==> config.mk <==
export PLATFORM = sky130hd
export DESIGN_NAME = dmem_arbiter_flat
export DESIGN_NICKNAME = d
export VERILOG_FILES = /design/src/rtl/dmem_arbiter_if.sv /design/src/rtl/dmem_arbiter.sv /design/src/flat_wrapper.sv
export SDC_FILE = /design/constraint.sdc
export NUM_CORES = 1
export LEC_CHECK = 0
export ABC_AREA = 0
export ABC_CLOCK_PERIOD_IN_PS = 3050
export BUFFER_PORTS_ARGS = -buffer_cell sky130_fd_sc_hd__buf_2
export CAP_MARGIN = 20
export CORE_MARGIN = 3
export CORE_UTILIZATION = 40
export CTS_CLUSTER_DIAMETER = 60
export DETAILED_ROUTE_END_ITERATION = 6
export PLACE_DENSITY = 0.7
export SKIP_LAST_GASP = 1
export SLEW_MARGIN = 20
export SYNTH_ARGS = -nofsm -noshare
export SYNTH_HDL_FRONTEND = slang
export SYNTH_SLANG_ARGS = --single-unit
==> constraint.sdc <==
create_clock -name clk_i -period 3.05 [get_ports clk_i]
set_input_delay 0.4575 -clock clk_i [delete_from_list [all_inputs] [get_ports clk_i]]
set_output_delay 0.4575 -clock clk_i [all_outputs]
set_load 0.1 [all_outputs]
==> src/rtl/dmem_arbiter_if.sv <==
// Bundle of the two requester ports and the single-port RAM bus.
// slave: arbiter side, master: requesters and RAM side.
interface dmem_arbiter_if #(
    parameter int ADDR_WIDTH = 32,
    parameter int DATA_WIDTH = 32
);
    logic                  if_req_i;
    logic [ADDR_WIDTH-1:0] if_addr_i;
    logic                  if_done_o;
    logic [DATA_WIDTH-1:0] if_rdata_o;
    logic                  if_stall_o;

    logic                  mem_req_i;
    logic [3:0]            mem_op_i;
    logic [ADDR_WIDTH-1:0] mem_addr_i;
    logic [DATA_WIDTH-1:0] mem_data_i;
    logic                  mem_done_o;
    logic [DATA_WIDTH-1:0] mem_rdata_o;
    logic                  mem_stall_o;

    logic [ADDR_WIDTH-1:0] ram_addr_o;
    logic                  ram_we_o;
    logic [DATA_WIDTH-1:0] ram_data_o;
    logic [DATA_WIDTH-1:0] ram_data_i;

    modport slave (
        input  if_req_i, if_addr_i,
        input  mem_req_i, mem_op_i, mem_addr_i, mem_data_i,
        input  ram_data_i,
        output if_done_o, if_rdata_o, if_stall_o,
        output mem_done_o, mem_rdata_o, mem_stall_o,
        output ram_addr_o, ram_we_o, ram_data_o
    );

    modport master (
        output if_req_i, if_addr_i,
        output mem_req_i, mem_op_i, mem_addr_i, mem_data_i,
        output ram_data_i,
        input  if_done_o, if_rdata_o, if_stall_o,
        input  mem_done_o, mem_rdata_o, mem_stall_o,
        input  ram_addr_o, ram_we_o, ram_data_o
    );
endinterface

==> src/rtl/dmem_arbiter.sv <==
// Data RAM sequencer/arbiter: IF vs MEM, word R/W and SB/SH RMW.
// Optional macro DMEM_ARB_RR_EN selects round-robin arbitration.
module dmem_arbiter #(
    parameter int ADDR_WIDTH = 32,
    parameter int DATA_WIDTH = 32
) (
    input  logic          clk_i,
    input  logic          rst_i,
    dmem_arbiter_if.slave bus
);
    // Store encodings; every other op code is a word read.
    localparam logic [3:0] OP_SB = 4'h8;
    localparam logic [3:0] OP_SH = 4'h9;
    localparam logic [3:0] OP_SW = 4'hA;

    typedef enum logic [1:0] {
        S_IDLE,
        S_RD,
        S_RMW,
        S_ACK
    } state_t;

    state_t                r_state;
    state_t                w_next;
    logic                  r_owner_mem;
    logic [ADDR_WIDTH-1:0] r_addr;
    logic [3:0]            r_op;
    logic [15:0]           r_data;

    logic                  w_any;
    logic                  w_grant_mem;
    logic                  w_is_sw;
    logic                  w_is_sub;
    logic [ADDR_WIDTH-1:0] w_req_addr;
    logic [ADDR_WIDTH-1:0] w_word_addr;
    logic [DATA_WIDTH-1:0] w_merge;

    assign w_any = bus.if_req_i | bus.mem_req_i;

`ifdef DMEM_ARB_RR_EN
    logic r_last_mem;

    assign w_grant_mem = bus.mem_req_i &
                         (~bus.if_req_i | ~r_last_mem);

    // Remember which port won the most recent grant.
    always_ff @(posedge clk_i or negedge rst_i) begin
        if (!rst_i) begin
            r_last_mem <= 1'b0;
        end else if (r_state == S_IDLE && w_any) begin
            r_last_mem <= w_grant_mem;
        end
    end
`else
    assign w_grant_mem = bus.mem_req_i;
`endif

    assign w_is_sw  = (bus.mem_op_i == OP_SW);
    assign w_is_sub = (bus.mem_op_i == OP_SB) ||
                      (bus.mem_op_i == OP_SH);

    assign w_req_addr = w_grant_mem ? bus.mem_addr_i
                                    : bus.if_addr_i;
    assign w_word_addr = {r_addr[ADDR_WIDTH-1:2], 2'b00};

    // State register.
    always_ff @(posedge clk_i or negedge rst_i) begin
        if (!rst_i) begin
            r_state <= S_IDLE;
        end else begin
            r_state <= w_next;
        end
    end

    // Latch owner, address, op and sub-word data on each grant.
    always_ff @(posedge clk_i or negedge rst_i) begin
        if (!rst_i) begin
            r_owner_mem <= 1'b0;
            r_addr      <= '0;
            r_op        <= '0;
            r_data      <= '0;
        end else if (r_state == S_IDLE && w_any) begin
            r_owner_mem <= w_grant_mem;
            r_addr      <= w_req_addr;
            r_op        <= bus.mem_op_i;
            r_data      <= bus.mem_data_i[15:0];
        end
    end

    // Next-state decode.
    always_comb begin
        w_next = r_state;
        unique case (r_state)
            S_IDLE: begin
                if (w_any) begin
                    if (!w_grant_mem) begin
                        w_next = S_RD;
                    end else if (w_is_sw) begin
                        w_next = S_ACK;
                    end else if (w_is_sub) begin
                        w_next = S_RMW;
                    end else begin
                        w_next = S_RD;
                    end
                end
            end
            S_RD:  w_next = S_IDLE;
            S_RMW: w_next = S_ACK;
            S_ACK: w_next = S_IDLE;
        endcase
    end

    // Splice the new byte or half into the word just read back.
    always_comb begin
        w_merge = bus.ram_data_i;
        if (r_op == OP_SB) begin
            w_merge[{r_addr[1:0], 3'b000} +: 8] = r_data[7:0];
        end else if (r_addr[1]) begin
            w_merge[31:16] = r_data;
        end else begin
            w_merge[15:0] = r_data;
        end
    end

    // Outputs; everything is held at 0 while reset is asserted.
    always_comb begin
        bus.if_done_o   = 1'b0;
        bus.if_rdata_o  = '0;
        bus.mem_done_o  = 1'b0;
        bus.mem_rdata_o = '0;
        bus.ram_addr_o  = '0;
        bus.ram_we_o    = 1'b0;
        bus.ram_data_o  = '0;
        if (rst_i) begin
            unique case (r_state)
                S_IDLE: begin
                    if (w_any) begin
                        bus.ram_addr_o =
                            {w_req_addr[ADDR_WIDTH-1:2], 2'b00};
                        if (w_grant_mem && w_is_sw) begin
                            bus.ram_we_o   = 1'b1;
                            bus.ram_data_o = bus.mem_data_i;
                        end
                    end
                end
                S_RD: begin
                    bus.ram_addr_o = w_word_addr;
                    if (r_owner_mem) begin
                        bus.mem_done_o  = 1'b1;
                        bus.mem_rdata_o = bus.ram_data_i;
                    end else begin
                        bus.if_done_o  = 1'b1;
                        bus.if_rdata_o = bus.ram_data_i;
                    end
                end
                S_RMW: begin
                    bus.ram_addr_o = w_word_addr;
                    bus.ram_we_o   = 1'b1;
                    bus.ram_data_o = w_merge;
                end
                S_ACK: begin
                    bus.mem_done_o = 1'b1;
                end
            endcase
        end
    end

    assign bus.if_stall_o  = rst_i & bus.if_req_i & ~bus.if_done_o;
    assign bus.mem_stall_o = rst_i & bus.mem_req_i & ~bus.mem_done_o;
endmodule

==> src/flat_wrapper.sv <==
// flat-port wrapper written by rule: the top's interface ports become plain ports
module dmem_arbiter_flat 
#(
    parameter int ADDR_WIDTH = 32,
    parameter int DATA_WIDTH = 32
)
  (clk_i, rst_i, bus_if_req_i, bus_if_addr_i, bus_mem_req_i, bus_mem_op_i, bus_mem_addr_i, bus_mem_data_i, bus_ram_data_i, bus_if_done_o, bus_if_rdata_o, bus_if_stall_o, bus_mem_done_o, bus_mem_rdata_o, bus_mem_stall_o, bus_ram_addr_o, bus_ram_we_o, bus_ram_data_o);
  dmem_arbiter_if #(.ADDR_WIDTH(ADDR_WIDTH), .DATA_WIDTH(DATA_WIDTH)) bus_i ();
  input  logic clk_i;
  input  logic rst_i;
  input wire logic [$bits(bus_i.if_req_i)-1:0] bus_if_req_i;
  input wire logic [$bits(bus_i.if_addr_i)-1:0] bus_if_addr_i;
  input wire logic [$bits(bus_i.mem_req_i)-1:0] bus_mem_req_i;
  input wire logic [$bits(bus_i.mem_op_i)-1:0] bus_mem_op_i;
  input wire logic [$bits(bus_i.mem_addr_i)-1:0] bus_mem_addr_i;
  input wire logic [$bits(bus_i.mem_data_i)-1:0] bus_mem_data_i;
  input wire logic [$bits(bus_i.ram_data_i)-1:0] bus_ram_data_i;
  output wire logic [$bits(bus_i.if_done_o)-1:0] bus_if_done_o;
  output wire logic [$bits(bus_i.if_rdata_o)-1:0] bus_if_rdata_o;
  output wire logic [$bits(bus_i.if_stall_o)-1:0] bus_if_stall_o;
  output wire logic [$bits(bus_i.mem_done_o)-1:0] bus_mem_done_o;
  output wire logic [$bits(bus_i.mem_rdata_o)-1:0] bus_mem_rdata_o;
  output wire logic [$bits(bus_i.mem_stall_o)-1:0] bus_mem_stall_o;
  output wire logic [$bits(bus_i.ram_addr_o)-1:0] bus_ram_addr_o;
  output wire logic [$bits(bus_i.ram_we_o)-1:0] bus_ram_we_o;
  output wire logic [$bits(bus_i.ram_data_o)-1:0] bus_ram_data_o;
  assign bus_i.if_req_i = bus_if_req_i;
  assign bus_i.if_addr_i = bus_if_addr_i;
  assign bus_i.mem_req_i = bus_mem_req_i;
  assign bus_i.mem_op_i = bus_mem_op_i;
  assign bus_i.mem_addr_i = bus_mem_addr_i;
  assign bus_i.mem_data_i = bus_mem_data_i;
  assign bus_i.ram_data_i = bus_ram_data_i;
  assign bus_if_done_o = bus_i.if_done_o;
  assign bus_if_rdata_o = bus_i.if_rdata_o;
  assign bus_if_stall_o = bus_i.if_stall_o;
  assign bus_mem_done_o = bus_i.mem_done_o;
  assign bus_mem_rdata_o = bus_i.mem_rdata_o;
  assign bus_mem_stall_o = bus_i.mem_stall_o;
  assign bus_ram_addr_o = bus_i.ram_addr_o;
  assign bus_ram_we_o = bus_i.ram_we_o;
  assign bus_ram_data_o = bus_i.ram_data_o;
  dmem_arbiter #(.ADDR_WIDTH(ADDR_WIDTH), .DATA_WIDTH(DATA_WIDTH)) u_core (.clk_i(clk_i), .rst_i(rst_i), .bus(bus_i));
endmodule
==> impl_metrics.py <==
metrics = {
    "power_and_ir_drop": {
        "switching_power_w": 0.00514,
        "leakagePower_nw": 4.07,
        "ir_drop_mv": 0.769,
        "power_frac_comb_pct": 76.6,
        "p_per_area_nw_per_um2": 1040,
        "p_int_w": 0.00371,
        "seq_power_share_pct": 16.6,
        "clock_power_share_pct": 6.8,
        "power.share.switching_pct": 58.1,
    },
    "routing": {
        "num_vias": 5538,
        "drt-initial-drc-count": 352,
        "viasPerCell": 5.68,
        "route.detailed.drc": 0,
        "routed_wirelength_microns": 19000,
        "wl_per_cell_microns": 19.5,
        "postRouteAntennaNets": 0,
        "drt_pass1_iterations": 5,
    },
    "global_route": {
        "grt_use_met3_pct": 6.53,
        "met1_usage_pct": 31.6,
        "gr-total-overflow": 0,
        "gr-usage-all-layers_pct": 28.5,
        "antenna_found_initial": 1,
        "grt_pass1_wl_microns": 29400,
        "busiest_layer": "met2",
        "use_met2_pct": 52.7,
        "grt_max_degree": 65,
        "grt_pass1_vias": 5634,
    },
    "cells_and_area": {
        "drive_gt1_share_pct": 47.1,
        "fillers": 748,
        "mostFrequentLayoutCells": "nand2_1 (218), buf_2 (137), buf_12 (130)",
        "fin_nets": 978,
        "register_area_sq_um": 1380,
        "syn2layout_area_growth_pct": 83.7,
        "final_common_cell": "nand2_1",
        "multiInputGateArea_sq_um": 3350,
    },
    "sta": {
        "fin_crit_sh_pct": 96.2,
        "finClkSkew_ps": 4.87,
        "relSlewSlack_pct": 32.5,
        "rsz0062_at_grt": "false",
        "finalMaxSlewViolations": 0,
        "max_freq_mhz": 341,
        "hold_violations": 0,
        "final.setup.tns_ps": 0,
        "max_slew.worst_pin.slew_ps": 1010,
        "fin_hold_ws_ps": 368,
        "setup_violations": 0,
        "post-route-min-period_ps": 2930,
    },
    "clock_network": {
        "clock_path_buffers": 2,
        "numCtsBuffers": 5,
        "cts_root_buffer": "clkbuf_16",
        "cts.clk_slew.worst_paths_ps": 70,
        "postCtsSetupBuffers": 0,
        "cts_tree": "done",
        "cts_max_level": 2,
        "cts.sinks": 55,
        "clkLatencyLatePin_ps": 300,
    },
    "place": {
        "hpwl_microns": 14900,
        "port_buffers": 266,
        "place.gp.congestion": 0.918,
    },
    "worst_hold_path": {
        "min_to": "u_core.r_data[1]",
        "worstHoldPathType": "input pin to register",
        "hold_path_startpoint": "bus_mem_data_i[1]",
        "whs_path_depth": 3,
    },
    "logic_synthesis": {
        "yosysWarnings": 0,
        "synthArstFlopShare_pct": 100,
        "seq_area_frac_synth_pct": 29.7,
        "synth_edf_count": 0,
        "synth.top_cell.area_share_pct": 29.7,
        "synth.largest_area_cell": "dfrtp_1",
        "synth_area_per_cell_sq_um": 7.84,
        "synth-seq-cells": 55,
        "synthCells": 591,
        "yosys-top-cells-area": "dfrtp_1 (30%), nand2_1 (18%), and2_1 (8.8%)",
        "syn_area_sq_um": 4640,
        "synth_cell_type_count": 34,
        "synth_ff_type": "dfrtp_1",
    },
    "worst_setup_path": {
        "critPathArrivalTime_ps": 2480,
        "reg2reg_depth": 6,
        "worstSetupEndpointType": "output port",
        "r2r_slack_ps": 1190,
        "r2r_start": "u_core.r_state[0]",
        "required_ps": 2590,
        "r2r-end": "u_core.r_data[13]",
        "cp-start-kind": "input pin",
        "crit_type": "input pin to output port",
        "worstPathMaxFanout": 31,
    },
    "run_status": {
        "outcome": "finished, final reports clean",
    },
    "die": {
        "core_sq_um": 11100,
        "ios": 269,
        "rows": 38,
        "die_w_microns": 114,
        "start_util_pct": 41.8,
        "die_area_sq_um": 12900,
        "dieHeight_microns": 114,
    },
    "flow_run": {
        "maxCapViolCount": 0,
    },
}
-- worst max-delay path by stage --
stage / startpoint / to / slack, ps / cells after the start
after detailed placement: u_core.r_op[1] / bus_ram_data_o[25] / 390 / 5
after CTS: u_core.r_op[1] / bus_ram_data_o[25] / 60 / 5
after global placement: u_core.r_op[1] / bus_ram_data_o[16] / 420 / 5
after floorplan: u_core.r_addr[1] / bus_ram_data_o[10] / 10 / 8
final: rst_i / bus_ram_addr_o[18] / 120 / 5
after global routing: rst_i / bus_ram_addr_o[18] / 20 / 5
-- what timing repair did --
action | 4_1_cts | 5_1_grt
gates resized for setup | 0 | 2
endpoints found under the setup margin | 0 | 14
hold buffers | 1 | 0
endpoints found under the hold margin | 3 | 0
-- worst max-delay path, cell delays in order --
cell           delay (ps)
dlygate4sd3_1         540
buf_2                 220
nand2b_2              560
a21oi_2               460
buf_12                220
-- final cells by class --
class	count	share of cell area, %
clock inverters	1	0.103
diodes	1	0.0294
multi-input cells	478	39.4
flip-flops and latches	55	16.2
inverters	9	0.397
well taps	140	2.06
repair buffers	284	40.2
clock buffers	7	1.67
-- metal layers --
| metal | wire length, microns | up-vias |
|---|---|---|
| li1 | - | 2534 |
| met1 | 6700 | 2637 |
| met2 | 9910 | 317 |
| met3 | 1710 | 50 |
| met4 | 706 | 0 |
| met5 | 0 | - |
-- state kept, by name, indices dropped and copies added (netlist names) --
name	cells
u_core.r_addr	32
u_core.r_state	2
u_core.r_op	4
u_core.r_data	16
u_core.r_owner_mem	1
-- stage by stage --
step	cell area (sq um)	instances	util (%)	power [W]	setup WS [ps]
floorplan	4970	592	-	0.00592	14.5
global placement	8340	965	75.3	0.00808	419
detailed placement	8340	965	75.3	0.00824	388
CTS	8500	974	76.8	0.00886	61.6
global route	8520	975	76.9	0.00928	23.0
finish	8520	975	76.9	0.00886	117
-- cell usage after synthesis, drive strengths merged (3+ instances only) --
cell type	n
a21oi	30
a221o	32
a32o	32
and2	65
buf	17
clkbuf	33
dfrtp	55
ha	9
inv	9
mux2	31
mux2i	34
nand2	218
nor2	3
o21ai	3
-- cells by family (layout without fill, tap and decap cells) --
kind of cell,Yosys count,after routing,synth area share (%)
compound gates,104,104,18.6
simple gates,298,298,28.7
buf+inv,59,301,5.69
flops,55,55,29.7
fa+ha+maj,9,9,2.43
other cells,1,3,0.0809
mux,65,65,14.9
-- power groups by stage --
stage               combinational [W]  sequential, W  clock (W)
floorplan                     0.00462        0.00131          0
finish                        0.00678        0.00147   0.000606
CTS                           0.00679        0.00145   0.000616
global route                  0.00713        0.00150   0.000646
detailed placement            0.00677        0.00146          0
global placement              0.00664        0.00144          0
Note: power is estimated with default switching activity, not from simulation.
